[config.mk]
export PLATFORM = sky130hd
export DESIGN_NAME = gcd_requester
export DESIGN_NICKNAME = d
export VERILOG_FILES = /design/src/rtl/gcd_requester.sv
export SDC_FILE = /design/constraint.sdc
export NUM_CORES = 1
export LEC_CHECK = 0
export CORE_ASPECT_RATIO = 1.25
export CORE_MARGIN = 10
export CORE_UTILIZATION = 35
export CTS_BUF_LIST = sky130_fd_sc_hd__clkbuf_8 sky130_fd_sc_hd__clkbuf_16
export CTS_CLUSTER_DIAMETER = 60
export DETAILED_ROUTE_END_ITERATION = 12
export GPL_ROUTABILITY_DRIVEN = 0
export SYNTH_ARGS = -nofsm -noshare
export SYNTH_HDL_FRONTEND = slang
export SYNTH_SLANG_ARGS = --single-unit
[constraint.sdc]
create_clock -name Clk -period 2.08 [get_ports Clk]
set_input_delay 0.624 -clock Clk [delete_from_list [all_inputs] [get_ports Clk]]
set_output_delay 0.624 -clock Clk [all_outputs]
set_load 0.01 [all_outputs]
[src/rtl/gcd_requester.sv]
// Host-side sequencer for the GCD unit: queues operand pairs, runs them through
// the In_ready/Result_taken handshake one at a time and presents each result on a valid/ack slot.
module gcd_requester #(
  parameter int WIDTH = 5,
  parameter int DEPTH = 4,
  parameter int CNTW  = 8
) (
  input  logic             Clk,
  input  logic             rst,
  input  logic             Job_wr,
  input  logic [WIDTH-1:0] Job_A,
  input  logic [WIDTH-1:0] Job_B,
  output logic             Job_full,
  output logic             Job_ovf,
  output logic [WIDTH-1:0] Gcd_A,
  output logic [WIDTH-1:0] Gcd_B,
  output logic             Gcd_ready,
  output logic             Gcd_taken,
  input  logic             Gcd_busy,
  input  logic             Gcd_done,
  input  logic [WIDTH-1:0] Gcd_result,
  output logic             Res_valid,
  output logic [WIDTH-1:0] Res_A,
  output logic [WIDTH-1:0] Res_B,
  output logic [WIDTH-1:0] Res_gcd,
  input  logic             Res_ack,
  output logic [CNTW-1:0]  Jobs_done
);

  localparam int PW = (DEPTH > 1) ? $clog2(DEPTH) : 1;
  localparam int CW = PW + 1;

  typedef enum logic [1:0] {IDLE, ISSUE, WAIT, TAKE} state_t;

  state_t           state;
  logic [WIDTH-1:0] fifo_a [DEPTH];
  logic [WIDTH-1:0] fifo_b [DEPTH];
  logic [PW-1:0]    wr_ptr;
  logic [PW-1:0]    rd_ptr;
  logic [CW-1:0]    count;
  logic [CW-1:0]    count_next;
  logic             push;
  logic             pop;
  logic             slot_free;
  logic             capture;

  // A result may be captured from WAIT, or straight from ISSUE when the GCD
  // finished without ever showing busy.
  always_comb begin
    push       = Job_wr && !Job_full;
    pop        = (state == IDLE) && (count != '0);
    slot_free  = !Res_valid || Res_ack;
    capture    = Gcd_done && slot_free &&
                 ((state == WAIT) || ((state == ISSUE) && !Gcd_busy));
    count_next = count;
    if (push && !pop) begin
      count_next = count + CW'(1);
    end else if (pop && !push) begin
      count_next = count - CW'(1);
    end
  end

  always_ff @(posedge Clk) begin
    if (push) begin
      fifo_a[wr_ptr] <= Job_A;
      fifo_b[wr_ptr] <= Job_B;
    end
  end

  // Pointers wrap naturally because DEPTH is a power of two.
  always_ff @(posedge Clk or posedge rst) begin
    if (rst) begin
      wr_ptr   <= '0;
      rd_ptr   <= '0;
      count    <= '0;
      Job_full <= 1'b0;
      Job_ovf  <= 1'b0;
    end else begin
      if (push) begin
        wr_ptr <= wr_ptr + PW'(1);
      end
      if (pop) begin
        rd_ptr <= rd_ptr + PW'(1);
      end
      count    <= count_next;
      Job_full <= (count_next == CW'(DEPTH));
      if (Job_wr && Job_full) begin
        Job_ovf <= 1'b1;
      end
    end
  end

  // The capture block comes after the case so its TAKE transition overrides
  // the ISSUE->WAIT move in the single-cycle-compute case.
  always_ff @(posedge Clk or posedge rst) begin
    if (rst) begin
      state     <= IDLE;
      Gcd_A     <= '0;
      Gcd_B     <= '0;
      Gcd_ready <= 1'b0;
      Gcd_taken <= 1'b0;
      Res_valid <= 1'b0;
      Res_A     <= '0;
      Res_B     <= '0;
      Res_gcd   <= '0;
      Jobs_done <= '0;
    end else begin
      if (Res_ack) begin
        Res_valid <= 1'b0;
      end
      case (state)
        IDLE: begin
          if (pop) begin
            Gcd_A     <= fifo_a[rd_ptr];
            Gcd_B     <= fifo_b[rd_ptr];
            Gcd_ready <= 1'b1;
            state     <= ISSUE;
          end
        end
        ISSUE: begin
          if (Gcd_busy || Gcd_done) begin
            Gcd_ready <= 1'b0;
            state     <= WAIT;
          end
        end
        WAIT: begin
          state <= WAIT;
        end
        TAKE: begin
          if (!Gcd_done) begin
            Gcd_taken <= 1'b0;
            state     <= IDLE;
          end
        end
        default: begin
          state <= IDLE;
        end
      endcase
      if (capture) begin
        Res_valid <= 1'b1;
        Res_A     <= Gcd_A;
        Res_B     <= Gcd_B;
        Res_gcd   <= Gcd_result;
        Jobs_done <= Jobs_done + CNTW'(1);
        Gcd_taken <= 1'b1;
        state     <= TAKE;
      end
    end
  end

endmodule

# Word level (Yosys, flattened, before mapping)
# Memories as Yosys holds them, arrays and structs flattened. A register that Yosys moved wholly into a read port is not among the register bits.
# Cells that the tools add are included.
# word_totals
regBits	37
mem_bits_rw	40
input_bits	21
output_inout_bits	38
elab_cells	72
n_memories	2
# op_classes
add_sub_neg	5
n_eq_ne	10
n_mux	17
reduce_logical	25
# mem_list
memory	words	width	rd	rd_ports_with_merged_regs	write_ports	line_no	text
fifo_a	4	5	1	1	1	36	logic [WIDTH-1:0] fifo_a [DEPTH];
fifo_b	4	5	1	1	1	37	logic [WIDTH-1:0] fifo_b [DEPTH];
# op_table
op	count
1-bit two-way mux	9
8-bit by 1-bit adder with 8-bit output (second input constant)	1
1-bit logical AND	8
2-bit two-way mux	4
2-bit one-hot mux with 4 select lines	1
3-bit two-way mux	2
3-bit inequality test (second input constant)	2
3-bit AND reduction	2
2-bit nonzero test	3
1-bit logical NOT	5
2-bit by 1-bit adder with 2-bit output (second input constant)	2
2-bit equality test (second input constant)	2
2-bit by 1-bit inequality test with 1-bit output (second input constant)	2
2-bit AND reduction	2
3-bit by 1-bit adder with 3-bit output (second input constant)	1
3-bit equality test (second input constant)	1
1-bit logical OR	3
3-bit by 2-bit inequality test with 1-bit output (second input constant)	1
3-bit nonzero test	1
3-bit by 1-bit subtractor with 3-bit output (second input constant)	1
2-bit by 1-bit equality test with 1-bit output (second input constant)	1
2-bit logical NOT	1
2-bit inequality test (second input constant)	1
1-bit one-hot mux with 2 select lines	1

# Longest topological paths before layout
# Gate-level depths: netlist (run 1).
# logic_depth
word_depth	7
ltp_mapped	8
mapped_depth_nobuf	7

# Worst setup path after synthesis (run 1)
# Ideal clock, no wire load.
# synth_path
path_type	input to register
from	input Job_wr
to	memory fifo_a[0][0], enable pin
setup_ns	0.343
t_arrival_ns	1.548
required_ns	1.737
setup_slack_ns	0.189
stages	4
path_buffers	2
cell_sequence	nor2b_1 > clkbuf_1 > clkbuf_1 > and2_1
# synth_via
elab_chain_len	3
# synth_rtl
item	line_no	text
from (decl)	10	input logic Job_wr,
1-bit logical AND	50	push = Job_wr && !Job_full;
1-bit two-way mux	64	if (push) begin
1-bit two-way mux (not written as such)	65	fifo_a[wr_ptr] <= Job_A;
to (decl)	36	
# Every way passes these cells.

# Worst setup path after layout (run 1)
# layout_path
from	register Jobs_done[2]
to	output Jobs_done[2]
# layout_lines
item	line_no	text
from (decl)	27	output logic [CNTW-1:0] Jobs_done
from (signal assigned)	144	Jobs_done <= Jobs_done + CNTW'(1);
# No word-level cell between the ends.

==> results of run 1 <==
-- flip-flops by register name, summed over array words and instances (netlist names) --
register	flops
Gcd_ready	1
Job_full	1
wr_ptr	2
Jobs_done	8
Gcd_A	5
fifo_b	20
Gcd_B	5
fifo_a	20
Res_valid	1
Res_B	5
Res_gcd	5
Res_A	5
Gcd_taken	1
count	3
Job_ovf	1
rd_ptr	2
state	2
-- routing by layer --
metal  GRT usage, %  share of wire [%]
met4           5.22                2.3
met1           11.2                 41
met3           2.74                5.1
met5              0                  0
met2           16.4                 52
-- kinds of logic after synthesis --
group | share of synthesized area, %
mux | 12.3
fa+ha+maj | 4.53
xor+xnor | 2.97
flops | 67.2
simple gates | 8.03
compound gates | 2.34
buf+inv | 2.55
-- cell usage after synthesis (all sizes together), types with 2 or more instances --
library cell,number
dfrtp,47
nand2,44
edfxtp,40
mux2,17
ha,12
inv,12
mux4,10
xnor2,7
buf,5
o21ai,5
xor2,5
and2,4
clkbuf,4
nor2,4
nand2b,3
nand3,3
mux2i,2
nor2b,2
nor4,2
o311ai,2
-- worst reg2reg max path: cells and delay by family, from the launching register on --
| kind | cells | cell delay [ns] |
|---|---|---|
| compound gates | 1 | 0.28 |
| fa+ha+maj | 2 | 0.39 |
| buf+inv | 1 | 0.07 |
| flops | 1 | 0.39 |
| simple gates | 2 | 0.71 |
-- where the power goes --
part	internal [W]	switching, W	total (W)
Sequential	0.00239	0.000391	0.00278
Clock	0.000823	0.000680	0.00150
Combinational	0.00152	0.00116	0.00268
-- final timing paths --
path	to	depth (start not counted)	slack [ns]
max	Jobs_done[2]	1	0.12
min	Job_ovf	1	0.46
max reg2reg	Job_full	6	0.15
min reg2reg	Job_ovf	1	0.46
max in group asynchronous	count[0]	3	1.23
min in group asynchronous	Res_A[1]	3	0.63
-- cell type report --
cell class	count	share of cell area, %
Clock buffer	9	4.77
Clock inverter	7	1.19
Inverter	12	0.955
Multi-Input combinational cell	131	22.7
Sequential cell	87	50.4
Tap cell	126	3.34
Timing Repair Buffer	77	16.7
-- through the flow --
stage	total power, W	worst slack (ns)
after global routing	0.00746	0.0312
after global placement	0.00549	-0.0146
after floorplan	0.00423	0.189
final	0.00696	0.123
after detailed placement	0.00554	-0.0483
after CTS	0.00711	0.0875
-- timing repair --
item	4_1_cts	5_1_grt
resized for setup	0	1
endpoints found under the setup margin	0	1
endpoints found under the hold margin	0	0
==> run_results.csv, run 1 <==
group,metric,value,unit
yosys,ys_flop_type,"sky130_fd_sc_hd__dfrtp_1",
die,core_outline_area,9760,sq um
sta,rsz_0062_raised_after_global_routing,"false",
yosys,synthTopCellsByArea,"sky130_fd_sc_hd__edfxtp_1 34%, sky130_fd_sc_hd__dfrtp_1 33%, sky130_fd_sc_hd__mux4_2 6.4%",
min_path,hold_path.class,"reg -> reg",
die,die_h,132,um
critical_path,cp_slowest_stage_delay,0.57,ns
pwr,power.static_leakage,1.93,nW
cts,htreeDepth,3,
yosys,synth.distinct_cells,31,
die,die_area,14500,sq um
route,detail_route.vias_per_cell,4.57,
yosys,synth_seq_area_share,67.2,%
die,row_count,40,
finish,n_antenna_cell,0,
sta,highest_achievable_clock_rate,511,MHz
outcome,run_status,"completed",
yosys,ys_warn_count,0,
global_route,maximum_number_of_pins_on_one_net_before_global_route_repair,48,
cts,clkSinkCount,87,
route,route.final.wire_length,6.87,mm
finish,final_net_count,351,
sta,fin_crit,1.96,ns
yosys,syn_area,3540,sq um
finish,final_cells,449,
route,remaining_drc_errors,0,
finish,mostFrequentLayoutCells,"58 x sky130_fd_sc_hd__clkdlybuf4s50_1, 47 x sky130_fd_sc_hd__dfrtp_1, 44 x sky130_fd_sc_hd__nand2_1",
yosys,ys_seq_elements,87,
route,count_of_nets_left_with_antenna_violations_after_detail_routing,0,
critical_path,crit_arrival,1.33,ns
placed_design,placed_area,4430,sq um
yosys,synth-async-reset-ratio,54.0,%
finish,flow.area_growth_from_synthesis,33.4,%
critical_path,worstSetupStartpointType,"register",
cts,number_of_cts_inserted_buffers,9,
finish,ff_latch_area,2380,sq um
sta,hold_viol_final,0,
finish,layout-drive-gt1-share,19.8,%
die,top_level_ports,59,
route,first_iter_violations,60,
global_route,first_global_vias,2162,
route,total_number_of_vias,2052,
sta,layout_worst_path_cycle_share,94.1,%
sta,timing.clock.skew,0.00391,ns
sta,timing.hold.ws,0.459,ns
die,die_width,110,um
yosys,synthesized_area_per_cell,14.8,sq um
cts,postCtsHoldBufs,0,
finish,multi_input_area,1070,sq um
critical_path,worst_setup_path_startpoint,"Jobs_done[2]",
cts,ctsLongestPathBuffers,2,
yosys,synthDominantAreaCellType,"sky130_fd_sc_hd__edfxtp_1",
cts,post_cts_setup_driven_buffer_insertion_count,0,
pwr,max-vdd-ir-drop,0.507,mV
critical_path,crit_buf_inv,1,
job,drv.max_cap_violation_count,0,
finish,post-route-util,48.3,%
yosys,syn-num-nets,272,
cts,clock_latency_on_the_worst_skew_pair,0.34,ns
die,initial_utilization,36.2,%
placed_design,portBuffers,58,
global_route,grtUsageTotal,9.95,%
placed_design,place.detailed.instances,433,
finish,stdcell_area,4720,sq um
critical_path,crit_family,"buffers and inverters",
route,average_detailed_routed_wire_length_per_instance,15.3,um
finish,nFillCells,851,
cts,cts_tree,"done",
yosys,number_of_cells_produced_by_synthesis,239,
global_route,grt-ovfl-total,0,
placed_design,dp.final_hpwl,5.00,mm
sta,report.final.setup_viol,0,
sta,slew_headroom,66.0,%
pwr,power.density,1480,nW/um^2
critical_path,crit-reg2reg-launch,"count[0]",
critical_path,critical_path_peak_fanout,5,
global_route,antenna_found_initial,0,
critical_path,timing.critical_path.to_type,"output port",
min_path,hold_start,"Job_ovf",
yosys,number_of_enable_flip_flop_cells_after_synthesis,40,
cts,path_clk_slew,0.06,ns
critical_path,worstSetupPathType,"reg -> out",
finish,final_common_cell,"sky130_fd_sc_hd__clkdlybuf4s50_1",
sta,tightest_slew,0.511,ns
global_route,wire_length_of_the_first_global_routing_pass,11.1,mm
critical_path,worst_path_cell_chain,"clkdlybuf4s50_1",
critical_path,critical_path_required,1.46,ns
route,dr.pass1.iters,4,
sta,fin_setup_tns,0,ns
cts,cts-root-buf,"sky130_fd_sc_hd__clkbuf_16",
sta,timing_max_transition_violations_final,0,
critical_path,critical_path.slowest_cell,"sky130_fd_sc_hd__clkdlybuf4s50_1",
yosys,yosysTopAreaCellShare,34.0,%
No activity file was read; power rests on OpenSTA's default activity.
==> inputs of run 2 (changes only) <==
--- a/config.mk
+++ b/config.mk
@@ -7,11 +7,11 @@
 export LEC_CHECK = 0
 export CORE_ASPECT_RATIO = 1.25
 export CORE_MARGIN = 10
-export CORE_UTILIZATION = 35
+export CORE_UTILIZATION = 50
 export CTS_BUF_LIST = sky130_fd_sc_hd__clkbuf_8 sky130_fd_sc_hd__clkbuf_16
 export CTS_CLUSTER_DIAMETER = 60
 export DETAILED_ROUTE_END_ITERATION = 12
-export GPL_ROUTABILITY_DRIVEN = 0
+export PLACE_DENSITY = 0.76
 export SYNTH_ARGS = -nofsm -noshare
 export SYNTH_HDL_FRONTEND = slang
 export SYNTH_SLANG_ARGS = --single-unit
==> run 2 against run 1 <==
  * Flip-flop and latch count is the same
  * Clock skew grew 0.0054 ns
  * Routed wire length shrank 9.4%
  * Design area shrank 2.9%
  * First-iteration DRC count grew 10%
  * Maximum frequency shrank 1.5%
  * Register-to-register slack gained 0.03 ns
  * Via count shrank 0.29%
  * Clock power shrank 25%
  * Power shrank 5.8%
  * Largest power group unchanged
==> run_results.csv, run 2 (synthesis results as in run 1) <==
group,metric,value,unit
finish,post-route-util,66.1,%
critical_path,crit_arrival,1.36,ns
pwr,pwr-share-clk,17.2,%
sta,tightest_slew,0.483,ns
critical_path,worst_path_cell_chain,"clkdlybuf4s50_1",
finish,layout-drive-gt1-share,19.1,%
sta,layout_worst_path_cycle_share,95.5,%
pwr,p_sw_share,33.2,%
global_route,antenna_found_initial,0,
critical_path,worstSetupStartpointType,"register",
cts,htreeDepth,3,
route,detailroute.wirelength.met3,386,um
pwr,max-vdd-ir-drop,0.673,mV
cts,clkSinkCount,87,
global_route,wire_length_of_the_first_global_routing_pass,10.4,mm
die,row_count,34,
cts,clock_latency_on_the_worst_skew_pair,0.36,ns
critical_path,rr_worst_depth,6,
cts,ctsLongestPathBuffers,2,
finish,mostFrequentLayoutCells,"58 x sky130_fd_sc_hd__clkdlybuf4s50_1, 47 x sky130_fd_sc_hd__dfrtp_1, 44 x sky130_fd_sc_hd__nand2_1",
cts,path_clk_slew,0.10,ns
finish,flow.area_growth_from_synthesis,29.5,%
critical_path,timing.critical_path.to_type,"output port",
sta,fin_crit,1.99,ns
route,remaining_drc_errors,0,
sta,fin_setup_tns,0,ns
route,count_of_nets_left_with_antenna_violations_after_detail_routing,0,
min_path,hold_path.class,"reg -> reg",
die,core_outline_area,6930,sq um
placed_design,place_ws,-0.0882,ns
pwr,power_frac_seq,41.9,%
cts,cts_tree,"done",
critical_path,crit_family,"buffers and inverters",
route,met2_length,3.20,mm
finish,top_regs,"fifo_a: 20 flops, fifo_b: 20 flops, Jobs_done: 8 flops",
placed_design,portBuffers,58,
die,initial_utilization,51.0,%
sta,highest_achievable_clock_rate,503,MHz
critical_path,critical_path_peak_fanout,4,
placed_design,dp.final_hpwl,4.59,mm
route,route.top_layer_used,"met4",
route,met1_wire_length,2.53,mm
route,total_number_of_vias,2046,
global_route,grt-ovfl-total,0,
placed_design,place.detailed.instances,392,
global_route,grtUsageTotal,12.3,%
pwr,intPower,0.00438,W
pwr,share_comb_of_total_power,40.9,%
finish,n_antenna_cell,0,
sta,report.final.setup_viol,0,
sta,hold_viol_final,0,
critical_path,worstSetupPathType,"reg -> out",
pwr,power.static_leakage,1.88,nW
finish,final_net_count,348,
route,average_detailed_routed_wire_length_per_instance,15.2,um
pwr,power.density,1430,nW/um^2
critical_path,critical_path.slowest_cell,"sky130_fd_sc_hd__clkdlybuf4s50_1",
global_route,maximum_number_of_pins_on_one_net_before_global_route_repair,34,
sta,timing_max_transition_violations_final,0,
die,die_h,114,um
route,first_iter_violations,66,
route,route.final.wire_length,6.22,mm
finish,final_cells,410,
cts,number_of_cts_inserted_buffers,9,
global_route,first_global_vias,2188,
critical_path,critical_path_required,1.46,ns
sta,rsz_0062_raised_after_global_routing,"false",
critical_path,crit-reg2reg-launch,"count[1]",
sta,slew_headroom,67.8,%
critical_path,crit_buf_inv,1,
critical_path,critical_path.reg2reg.endpoint,"Job_full",
outcome,run_status,"completed",
critical_path,r2r_setup_slk,0.18,ns
pwr,total_switching_power,0.00217,W
die,die_width,95.2,um
die,top_level_ports,59,
cts,cts-root-buf,"sky130_fd_sc_hd__clkbuf_8",
route,dr.pass1.iters,4,
sta,timing.clock.skew,0.00932,ns
die,die_area,10900,sq um
sta,final.setup.worst_slack,0.0935,ns
route,detail_route.vias_per_cell,4.99,
cts,postCtsHoldBufs,0,
min_path,min_delay_worst_endpoint,"Job_ovf",
finish,final_common_cell,"sky130_fd_sc_hd__clkdlybuf4s50_1",
critical_path,cp_slowest_stage_delay,0.57,ns
critical_path,worst_setup_path_startpoint,"Jobs_done[0]",
min_path,hold_start,"Job_ovf",
min_path,timing.hold.worst_path_depth,1,
job,drv.max_cap_violation_count,0,
placed_design,gpl.final_weighted_congestion,0.745,
-- run 2: changes by cell type in the layout (fill, tap and decap cells not counted) --
cell / previous run / this run
sky130_fd_sc_hd__clkbuf_16: 9 / 0
sky130_fd_sc_hd__inv_8: 1 / 2
sky130_fd_sc_hd__clkbuf_8: 0 / 9
sky130_fd_sc_hd__buf_6: 0 / 1
sky130_fd_sc_hd__nand2b_1: 2 / 3
sky130_fd_sc_hd__buf_12: 5 / 6
sky130_fd_sc_hd__clkinv_1: 1 / 0
sky130_fd_sc_hd__clkinv_4: 1 / 2
sky130_fd_sc_hd__clkinv_8: 0 / 1
sky130_fd_sc_hd__clkinvlp_4: 2 / 0
sky130_fd_sc_hd__buf_4: 14 / 9
sky130_fd_sc_hd__nand2b_2: 1 / 0
-- run 2: repair_timing --
item,in CTS,in global routing
buffers inserted,0,2
gates resized for setup,0,1
setup endpoints to repair,0,1
-- run 2: layout make-up --
class	count	area [sq um]
Fill cell	488	2350
Sequential cell	87	2380
Tap cell	90	113
Timing Repair Buffer	74	779
Inverter	12	45.0
Multi-Input combinational cell	131	1070
Clock buffer	9	124
Clock inverter	7	73.8
-- run 2: power groups by stage --
stage          registers, W  clock network, W  logic, W
3_5_place_dp        0.00280                 0   0.00268
3_3_place_gp        0.00277                 0   0.00262
4_1_cts             0.00276           0.00117   0.00270
5_1_grt             0.00283           0.00124   0.00297
2_1_floorplan       0.00284                 0   0.00139
6_report            0.00275           0.00113   0.00268
-- run 2: how the worst max path moves through the flow --
stage                              end  slack (ns)  cells after the start
after floorplan           fifo_a[0][0]        0.19                      4
after global placement    Jobs_done[7]       -0.03                      6
after detailed placement  Jobs_done[7]       -0.09                      6
after CTS                 Jobs_done[0]        0.06                      1
after global routing          Job_full        0.01                      6
final                     Jobs_done[0]        0.09                      1
-- run 2: per-layer routing --
| layer | global-route usage [%] | vias up |
|---|---|---|
| li1 | - | 995 |
| met4 | 5.60 | 0 |
| met5 | 0 | - |
| met1 | 14.2 | 1001 |
| met2 | 20.5 | 44 |
| met3 | 3.55 | 6 |
-- run 2: stage by stage --
| step | hold WS [ns] | power, W | cell area, sq um |
|---|---|---|---|
| floorplan | 0.491 | 0.00423 | 3540 |
| global placement | 0.438 | 0.00538 | 4360 |
| detailed placement | 0.446 | 0.00548 | 4360 |
| CTS | 0.467 | 0.00663 | 4560 |
| global route | 0.479 | 0.00703 | 4580 |
| finish | 0.460 | 0.00656 | 4580 |
==> inputs of run 3 (changes only) <==
--- a/config.mk
+++ b/config.mk
@@ -11,6 +11,7 @@
 export CTS_BUF_LIST = sky130_fd_sc_hd__clkbuf_8 sky130_fd_sc_hd__clkbuf_16
 export CTS_CLUSTER_DIAMETER = 60
 export DETAILED_ROUTE_END_ITERATION = 12
+export HOLD_SLACK_MARGIN = 0.15
 export PLACE_DENSITY = 0.76
 export SYNTH_ARGS = -nofsm -noshare
 export SYNTH_HDL_FRONTEND = slang
==> results of run 3 <==
Final layout, timing and power as in run 2 (identical DEF).
